## src/rtl/ir_disp_pkg.sv

```systemverilog
// Shared types and constants for the IR code display.
// Holds the state encoding and the active-low hex font.
package ir_disp_pkg;

    typedef enum logic {
        IDLE = 1'b0,
        SHOW = 1'b1
    } disp_state_e;

    localparam logic [6:0] SEG_BLANK = 7'b1111111;

    // Active-low segments, bit order g..a, indexed by nibble value.
    localparam logic [6:0] HEX_FONT [16] = '{
        7'b1000000, 7'b1111001, 7'b0100100, 7'b0110000,
        7'b0011001, 7'b0010010, 7'b0000010, 7'b1111000,
        7'b0000000, 7'b0010000, 7'b0001000, 7'b0000011,
        7'b1000110, 7'b0100001, 7'b0000110, 7'b0001110
    };

    function automatic int timer_width(input int hold);
        int w;
        w = $clog2(hold + 1);
        return (w < 1) ? 1 : w;
    endfunction

endpackage

```

## src/rtl/ir_code_display_hex_to_7seg.sv

```systemverilog
// Combinational nibble to active-low seven-segment decoder.
// Uses the shared hex font table.
module hex_to_7seg
    import ir_disp_pkg::*;
(
    input  logic [3:0] nibble,
    output logic [6:0] seg
);

    assign seg = HEX_FONT[nibble];

endmodule

```

## src/rtl/ir_code_display.sv

```systemverilog
// Captures decoded IR codes and shows them in hex for a hold time.
// Macro IR_DISP_BLANK_LEADING_EN blanks leading zero digits.
module ir_code_display
    import ir_disp_pkg::*;
#(
    parameter int DATA_W      = 8,
    parameter int NUM_DIGITS  = 2,
    parameter int HOLD_CYCLES = 50_000_000
) (
    input  logic                    clk,
    input  logic                    rst,
    input  logic [DATA_W-1:0]       data_in,
    input  logic                    data_valid,
    input  logic                    clear,
    output logic [NUM_DIGITS*7-1:0] segments,
    output logic                    shown,
    output logic [7:0]              code_count
);

    localparam int CODE_W  = NUM_DIGITS * 4;
    localparam int SEG_W   = NUM_DIGITS * 7;
    localparam int TW      = timer_width(HOLD_CYCLES);
    localparam int HOLD_M1 = (HOLD_CYCLES > 0) ? HOLD_CYCLES - 1 : 0;
    localparam logic [TW-1:0] HOLD_LOAD = TW'(HOLD_M1);
    localparam bit HOLD_EN = (HOLD_CYCLES != 0);

    if (CODE_W < DATA_W) begin : g_bad_width
        $error("ir_code_display: NUM_DIGITS*4 must be >= DATA_W");
    end

    disp_state_e       state_q, state_d;
    logic [CODE_W-1:0] code_q, code_d;
    logic [TW-1:0]     timer_q, timer_d;
    logic [7:0]        count_q, count_d;
    logic [SEG_W-1:0]  seg_q, seg_d;

    always_comb begin
        state_d = state_q;
        code_d  = code_q;
        timer_d = timer_q;
        count_d = count_q;
        if (clear) begin
            state_d = IDLE;
            code_d  = '0;
            timer_d = '0;
        end else if (data_valid) begin
            state_d = SHOW;
            code_d  = CODE_W'(data_in);
            count_d = count_q + 8'd1;
            if (HOLD_EN) begin
                timer_d = HOLD_LOAD;
            end
        end else if (state_q == SHOW && HOLD_EN) begin
            if (timer_q == '0) begin
                state_d = IDLE;
            end else begin
                timer_d = timer_q - 1'b1;
            end
        end
    end

    logic [6:0] dec [NUM_DIGITS];

    for (genvar i = 0; i < NUM_DIGITS; i++) begin : g_dig
        hex_to_7seg u_dec (
            .nibble (code_q[4*i +: 4]),
            .seg    (dec[i])
        );
    end

    logic [NUM_DIGITS-1:0] lead_blank;

`ifdef IR_DISP_BLANK_LEADING_EN
    logic above_zero;

    // Walk down from the top digit; digit 0 is never blanked.
    always_comb begin
        above_zero = 1'b1;
        lead_blank = '0;
        for (int i = NUM_DIGITS - 1; i > 0; i--) begin
            above_zero    = above_zero && (code_q[4*i +: 4] == 4'h0);
            lead_blank[i] = above_zero;
        end
    end
`else
    assign lead_blank = '0;
`endif

    always_comb begin
        seg_d = '1;
        if (state_q == SHOW) begin
            for (int i = 0; i < NUM_DIGITS; i++) begin
                seg_d[7*i +: 7] = lead_blank[i] ? SEG_BLANK : dec[i];
            end
        end
    end

    always_ff @(posedge clk) begin
        if (rst) begin
            state_q <= IDLE;
            code_q  <= '0;
            timer_q <= '0;
            count_q <= '0;
            seg_q   <= '1;
        end else begin
            state_q <= state_d;
            code_q  <= code_d;
            timer_q <= timer_d;
            count_q <= count_d;
            seg_q   <= seg_d;
        end
    end

    assign segments   = seg_q;
    assign shown      = (state_q == SHOW);
    assign code_count = count_q;

endmodule

```

## config.mk

```make
export PLATFORM = sky130hd
export DESIGN_NAME = ir_code_display
export DESIGN_NICKNAME = d
export VERILOG_FILES = /design/src/rtl/ir_disp_pkg.sv /design/src/rtl/ir_code_display_hex_to_7seg.sv /design/src/rtl/ir_code_display.sv
export SDC_FILE = /design/constraint.sdc
export NUM_CORES = 1
export LEC_CHECK = 0
export ABC_AREA = 1
export BUFFER_PORTS_ARGS = -buffer_cell sky130_fd_sc_hd__buf_4
export CAP_MARGIN = 40
export CELL_PAD_IN_SITES_DETAIL_PLACEMENT = 0
export CELL_PAD_IN_SITES_GLOBAL_PLACEMENT = 1
export CORE_MARGIN = 2
export CORE_UTILIZATION = 46
export DETAILED_ROUTE_END_ITERATION = 10
export GPL_ROUTABILITY_DRIVEN = 0
export HOLD_SLACK_MARGIN = 0.06
export PLACE_DENSITY_LB_ADDON = 0.12
export RECOVER_POWER = 25
export SYNTH_ARGS = -nofsm -noshare
export SYNTH_HDL_FRONTEND = slang
export SYNTH_SLANG_ARGS = --single-unit
```

## constraint.sdc

```tcl
create_clock -name clk -period 4.4 [get_ports clk]
set_input_delay 0.44 -clock clk [delete_from_list [all_inputs] [get_ports clk]]
set_output_delay 0.44 -clock clk [all_outputs]
set_load 0.02 [all_outputs]
```

After elaboration in Yosys (flattened, before gate mapping)
Memory sizes are Yosys's and may differ from the RTL's. A register that Yosys moved wholly into a read port is not among the register bits.
Cells that the tools add are included.
{"block": "op_classes", "addsub": 2, "mul": 0, "n_div": 0, "magnitude_cmp": 0, "n_eq_ne": 1, "n_shift": 0, "mux": 6, "n_bitwise": 5, "n_reduce_logical": 8}
{"operator": "26-bit 2-to-1 mux", "n": 3}
{"operator": "26-bit logical NOT", "n": 1}
{"operator": "26-bit by 1-bit subtractor with 26-bit output (second input constant)", "n": 1}
{"operator": "4-bit inverter with 5-bit output", "n": 2}
{"operator": "8-bit by 1-bit adder with 8-bit output (second input constant)", "n": 1}
{"operator": "2-bit AND reduction", "n": 3}
{"operator": "2-bit OR reduction", "n": 2}
{"operator": "1-bit 2-to-1 mux", "n": 3}
{"operator": "1-bit inverter", "n": 3}
{"operator": "3-bit OR reduction", "n": 1}
{"operator": "2-bit inequality test (second input constant)", "n": 1}
{"operator": "2-bit nonzero test", "n": 1}
{"block": "totals", "regBits": 43, "latch_bits": 0, "mem_bits_rw": 0, "mem_bits_ro": 224, "in_bits": 12, "output_inout_bits": 23, "memories": 2}
{"memory": "(name not given)", "depth": 16, "width": 7, "read_ports": 1, "rd_ports_with_merged_regs": 1, "wr": 0, "line": "ir_code_display_hex_to_7seg.sv:10", "rtl": "assign seg = HEX_FONT[nibble];"}
{"memory": "(name not given)", "depth": 16, "width": 7, "read_ports": 1, "rd_ports_with_merged_regs": 1, "wr": 0, "line": "ir_code_display_hex_to_7seg.sv:10"}

Logic depth before layout (Yosys ltp)
{"block": "depth", "depth_word": 4, "mapped_depth": 13, "ltp_nobuf": 12}

Cells and area by module
A second synthesis with hierarchy kept.
{"block": "unflattened", "cells_unflattened": 528, "hier_area_um2": 3428.3}
{"module": "ir_code_display", "n_inst": 1, "cells_per_inst": 428, "area_per_inst_um2": 2879.0}
{"module": "hex_to_7seg at g_dig[0].u_dec", "n_inst": 1, "cells_per_inst": 51, "area_per_inst_um2": 275.3}
{"module": "hex_to_7seg at g_dig[1].u_dec", "n_inst": 1, "cells_per_inst": 49, "area_per_inst_um2": 274.0}

Worst setup path before layout
OpenSTA, ideal clock, no wires.
{"block": "synth_path", "kind": "reg-to-reg", "start": "register timer_q[0]", "end": "register timer_q[20]", "setup_ps": 109, "t_arrival_ps": 1442, "required_ps": 4291, "path_slack_ps": 2849, "path_stages_with_launch": 13, "n_path_buf": 1, "synth_period_minus_slack_ps": 1551, "cell_sequence": "dfxtp_1 -> inv_1 -> ha_1 -> nand2_4 -> nor2_4 -> nand2_2 -> nor2_4 -> nor2_8 -> buf_8 -> nand3_1 -> nand3_1 -> nand2_1 -> inv_1"}
{"block": "synth_between", "elab_chain_cells": 4, "word_cells_on_any_way": 7}
{"item": "start, declared", "line": "ir_code_display.sv:33", "rtl": "logic [TW-1:0] timer_q, timer_d;"}
{"item": "start signal, assigned", "line": "ir_code_display.sv:108", "rtl": "timer_q <= timer_d;"}
{"item": "26-bit by 1-bit subtractor with 26-bit output", "line": "ir_code_display.sv:57", "rtl": "timer_d = timer_q - 1'b1;"}
{"item": "26-bit 2-to-1 mux", "line": "ir_code_display.sv:54", "rtl": "if (timer_q == '0) begin"}
{"item": "26-bit 2-to-1 mux", "line": "ir_code_display.sv:53", "rtl": "end else if (state_q == SHOW && HOLD_EN) begin"}
{"item": "26-bit 2-to-1 mux", "line": "ir_code_display.sv:46", "rtl": "end else if (data_valid) begin"}
Several ways; a longest one is shown, not always the timed one. The select of a mux whose other input is x is not followed.
A chain may end at the register's enable or synchronous reset.

Final worst setup path
{"block": "layout_path", "start": "input data_valid", "end": "register count_q[7], in the netlist code_count[7]"}
{"block": "layout_between", "elab_chain_cells": 1}
{"item": "start, declared", "line": "ir_code_display.sv:13", "rtl": "input logic data_valid,"}
{"item": "2-bit AND reduction (no source line)"}
{"item": "end signal, assigned", "line": "ir_code_display.sv:109", "rtl": "count_q <= count_d;"}
{"item": "end, declared", "line": "ir_code_display.sv:34", "rtl": "logic [7:0] count_q, count_d;"}
No other way between the ends.

==> results.yml <==
floorplan:
  ios: 35
  die_area_um2: 7900
  initial_core_util_pct: 48.2
  die_h_um: 88.9
  rows: 30
  die_x_um: 88.9
  core_area_um2: 6870
yosys:
  syn_inst: 476
  syn_area_um2: 3310
  synth_seq_cells: 57
  yosys_warnings: 0
  syn_avg_cell_area_um2: 6.96
  synth.net_count: 502
  ys_seq_area_share_pct: 34.4
  synth_cell_type_count: 41
global_route:
  grt_max_degree: 37
  overflow: 0
  grt_pass1_vias: 2751
  grt_pass1_wl_um: 12700
  grt.total_usage_pct: 20.9
  grt_antenna_before_repair: 0
pwr:
  p_leak_nw: 1.70
  p_per_area_nw_per_um2: 342
  peakVddDrop_uv: 161
layout:
  fin_cells: 610
  nFillCells: 698
  final_layout_size_suffix_gt1_share_pct: 14.4
  post-route-util_pct: 55.0
  synthToLayoutAreaGrowth_pct: 14.1
  diodes: 0
  nets: 535
timing:
  finalCriticalPeriod_ns: 2.85
  setup_viol: 0
  fin_skew_ns: 0.00672
  slew_headroom_pct: 19.3
  max_freq_ghz: 0.351
  setup_ws_ns: 1.55
  final_hold_viol_count: 0
  drv_slew: 0
  timing.final.crit_share_pct: 64.8
  tns_ns: 0
  rsz0062_at_grt: "no"
  worst_pin_slew_ns: 1.20
clocking:
  cts_tree: "done"
  postCtsSetupRepairBufs: 0
  clk_path_buf_depth: 2
  cts.clk_slew.worst_paths_ns: 0.07
  insertion_delay_ns: 0.34
  cts_resized: 0
  htreeDepth: 3
  ctsHoldBuffers: 0
  cts_buffers: 9
  clock-sinks: 57
  cts-root-buf: "clkbuf_8"
worst_setup_path:
  crit_required_ns: 4.64
  path_max_fanout: 36
  cp_top_family: "buffers and inverters"
  worstSetupPathType: "in2reg"
  crit_end: "code_count[7]$_SDFFE_PP0P_"
  end_kind: "flop"
  path_buf_inv: 2
  r2r_end: "segments[0]$_SDFF_PP1_"
  cp.depth: 10
  cp_common_cell: "nand2_1"
  r2r-start: "shown$_SDFF_PP0_"
  max_stage_delay_ns: 1.04
  setup.worst_path.start: "data_valid"
  path_cells: "clkbuf_1 > clkinvlp_2 > nor2_1 > nand2_1 > nor2_4 > nand2_2 > nor3_4 > nand3_1 > nand2_1 > a21oi_1"
  r2r_setup_slack_ns: 2.03
  startpoint_type: "input pin"
  rr_worst_depth: 4
  worst_ep_arrival_time_ns: 3.09
  slowest_stage: "clkinvlp_2"
placement:
  dp.cells: 594
  port_buffers: 34
  hpwlAfterDp_um: 5340
  place_ws_ns: 2.04
detailed_routing:
  wire_per_inst_um: 12.4
  first_iter_violations: 141
  drc_errors: 0
  dr.pass1.iters: 4
  totalWireLength_um: 7560
  vias: 2995
  ant_nets: 0
  viasPerCell: 4.91
run_status:
  outcome: "finished, final reports clean"
run:
  drv_cap: 0
worst_hold_path:
  hp-class: "in2reg"
==> through the flow <==
| stage | total power [mW] | instance area, um2 | hold WS, ns |
|---|---|---|---|
| finish | 1.29 | 3780 | 0.319 |
| global route | 1.36 | 3780 | 0.320 |
| CTS | 1.31 | 3820 | 0.314 |
| detailed placement | 0.773 | 3610 | 0.459 |
| global placement | 0.771 | 3610 | 0.446 |
| floorplan | 0.723 | 3310 | 0.453 |
==> report_power, final <==
group          leakage [nW]  switching (mW)  internal (mW)
logic                  1.13           0.134         0.0703
clock network         0.105           0.227          0.307
registers             0.466          0.0209          0.534
total                  1.70           0.382          0.911
==> per-layer routing <==
layer  track usage [%]  wire length [um]  vias to the layer above
met5                 0                 0                        -
li1                  -                 -                     1583
met3              3.45               284                        9
met2              33.2              3480                       60
met4              8.13               122                        0
met1              28.2              3670                     1343
==> registers in the layout, summed over array words and instances (netlist names) <==
signal / cells
code_q: 8
code_count: 8
shown: 1
timer_q: 26
segments: 14
==> layout by cell type, fill, tap and decap left out, drive strengths merged, types with 2 or more instances in the layout <==
| cell type | synthesis | routed |
|---|---|---|
| nand2 | 117 | 117 |
| nor2 | 72 | 72 |
| inv | 69 | 68 |
| dfxtp | 57 | 57 |
| nand3 | 46 | 46 |
| a21oi | 28 | 28 |
| buf | 10 | 26 |
| o21ai | 22 | 22 |
| clkbuf | 3 | 21 |
| ha | 14 | 14 |
| nor3 | 6 | 6 |
| o211ai | 5 | 5 |
| xor2 | 5 | 5 |
| o311ai | 3 | 3 |
| nand3b | 3 | 3 |
| a31oi | 3 | 3 |
| clkinv | 2 | 3 |
| clkinvlp | 0 | 3 |
| xnor2 | 2 | 2 |
| nor3b | 2 | 2 |
| o2111ai | 2 | 2 |
==> cells in the mapped netlist (all sizes together) <==
| cell | n | area [um2] |
|---|---|---|
| clkinv | 2 | 7.51 |
| a311o | 1 | 10.0 |
| a21oi | 28 | 148 |
| xnor2 | 2 | 17.5 |
| nand3b | 3 | 22.5 |
| o21bai | 1 | 7.51 |
| xor2 | 5 | 43.8 |
| o21ai | 22 | 110 |
| nor2 | 72 | 358 |
| a211oi | 1 | 7.51 |
| clkbuf | 3 | 11.3 |
| nand2 | 117 | 472 |
| nand3 | 46 | 270 |
| dfxtp | 57 | 1140 |
| buf | 10 | 75.1 |
| o2111ai | 2 | 17.5 |
| inv | 69 | 262 |
| ha | 14 | 175 |
| nor3 | 6 | 46.3 |
| o31ai | 1 | 7.51 |
| nand4 | 1 | 6.26 |
| o211ai | 5 | 37.5 |
| nor3b | 2 | 15.0 |
| o311ai | 3 | 26.3 |
| a31oi | 3 | 18.8 |
==> how the worst min path moves through the flow <==
stage | from | endpoint | slack, ns | cells after the start
floorplan | timer_q[1]$_SDFFE_PP0P_ | timer_q[1]$_SDFFE_PP0P_ | 0.45 | 2
global placement | code_count[7]$_SDFFE_PP0P_ | code_count[7]$_SDFFE_PP0P_ | 0.45 | 2
detailed placement | code_count[7]$_SDFFE_PP0P_ | code_count[7]$_SDFFE_PP0P_ | 0.46 | 2
CTS | rst | code_count[2]$_SDFFE_PP0P_ | 0.31 | 2
global route | rst | code_count[2]$_SDFFE_PP0P_ | 0.32 | 2
finish | rst | code_count[2]$_SDFFE_PP0P_ | 0.32 | 2
==> final cells by class <==
class | count | area, um2 | share of cell area (%)
sequential | 57 | 1140 | 30.2
inverter | 71 | 268 | 7.08
clock inverter | 4 | 50.0 | 1.32
tap | 96 | 120 | 3.18
timing repair buffer | 35 | 229 | 6.06
clock buffer | 12 | 165 | 4.37
multi-input combinational | 335 | 1810 | 47.8
==> cells by family after synthesis <==
kind of cell / share of synthesized area (%)
fa+ha+maj: 5.29
buf+inv: 10.7
xor+xnor: 1.85
flops: 34.4
compound gates: 11.8
simple gates: 35.9
Note: power is estimated with default switching activity, not from simulation.
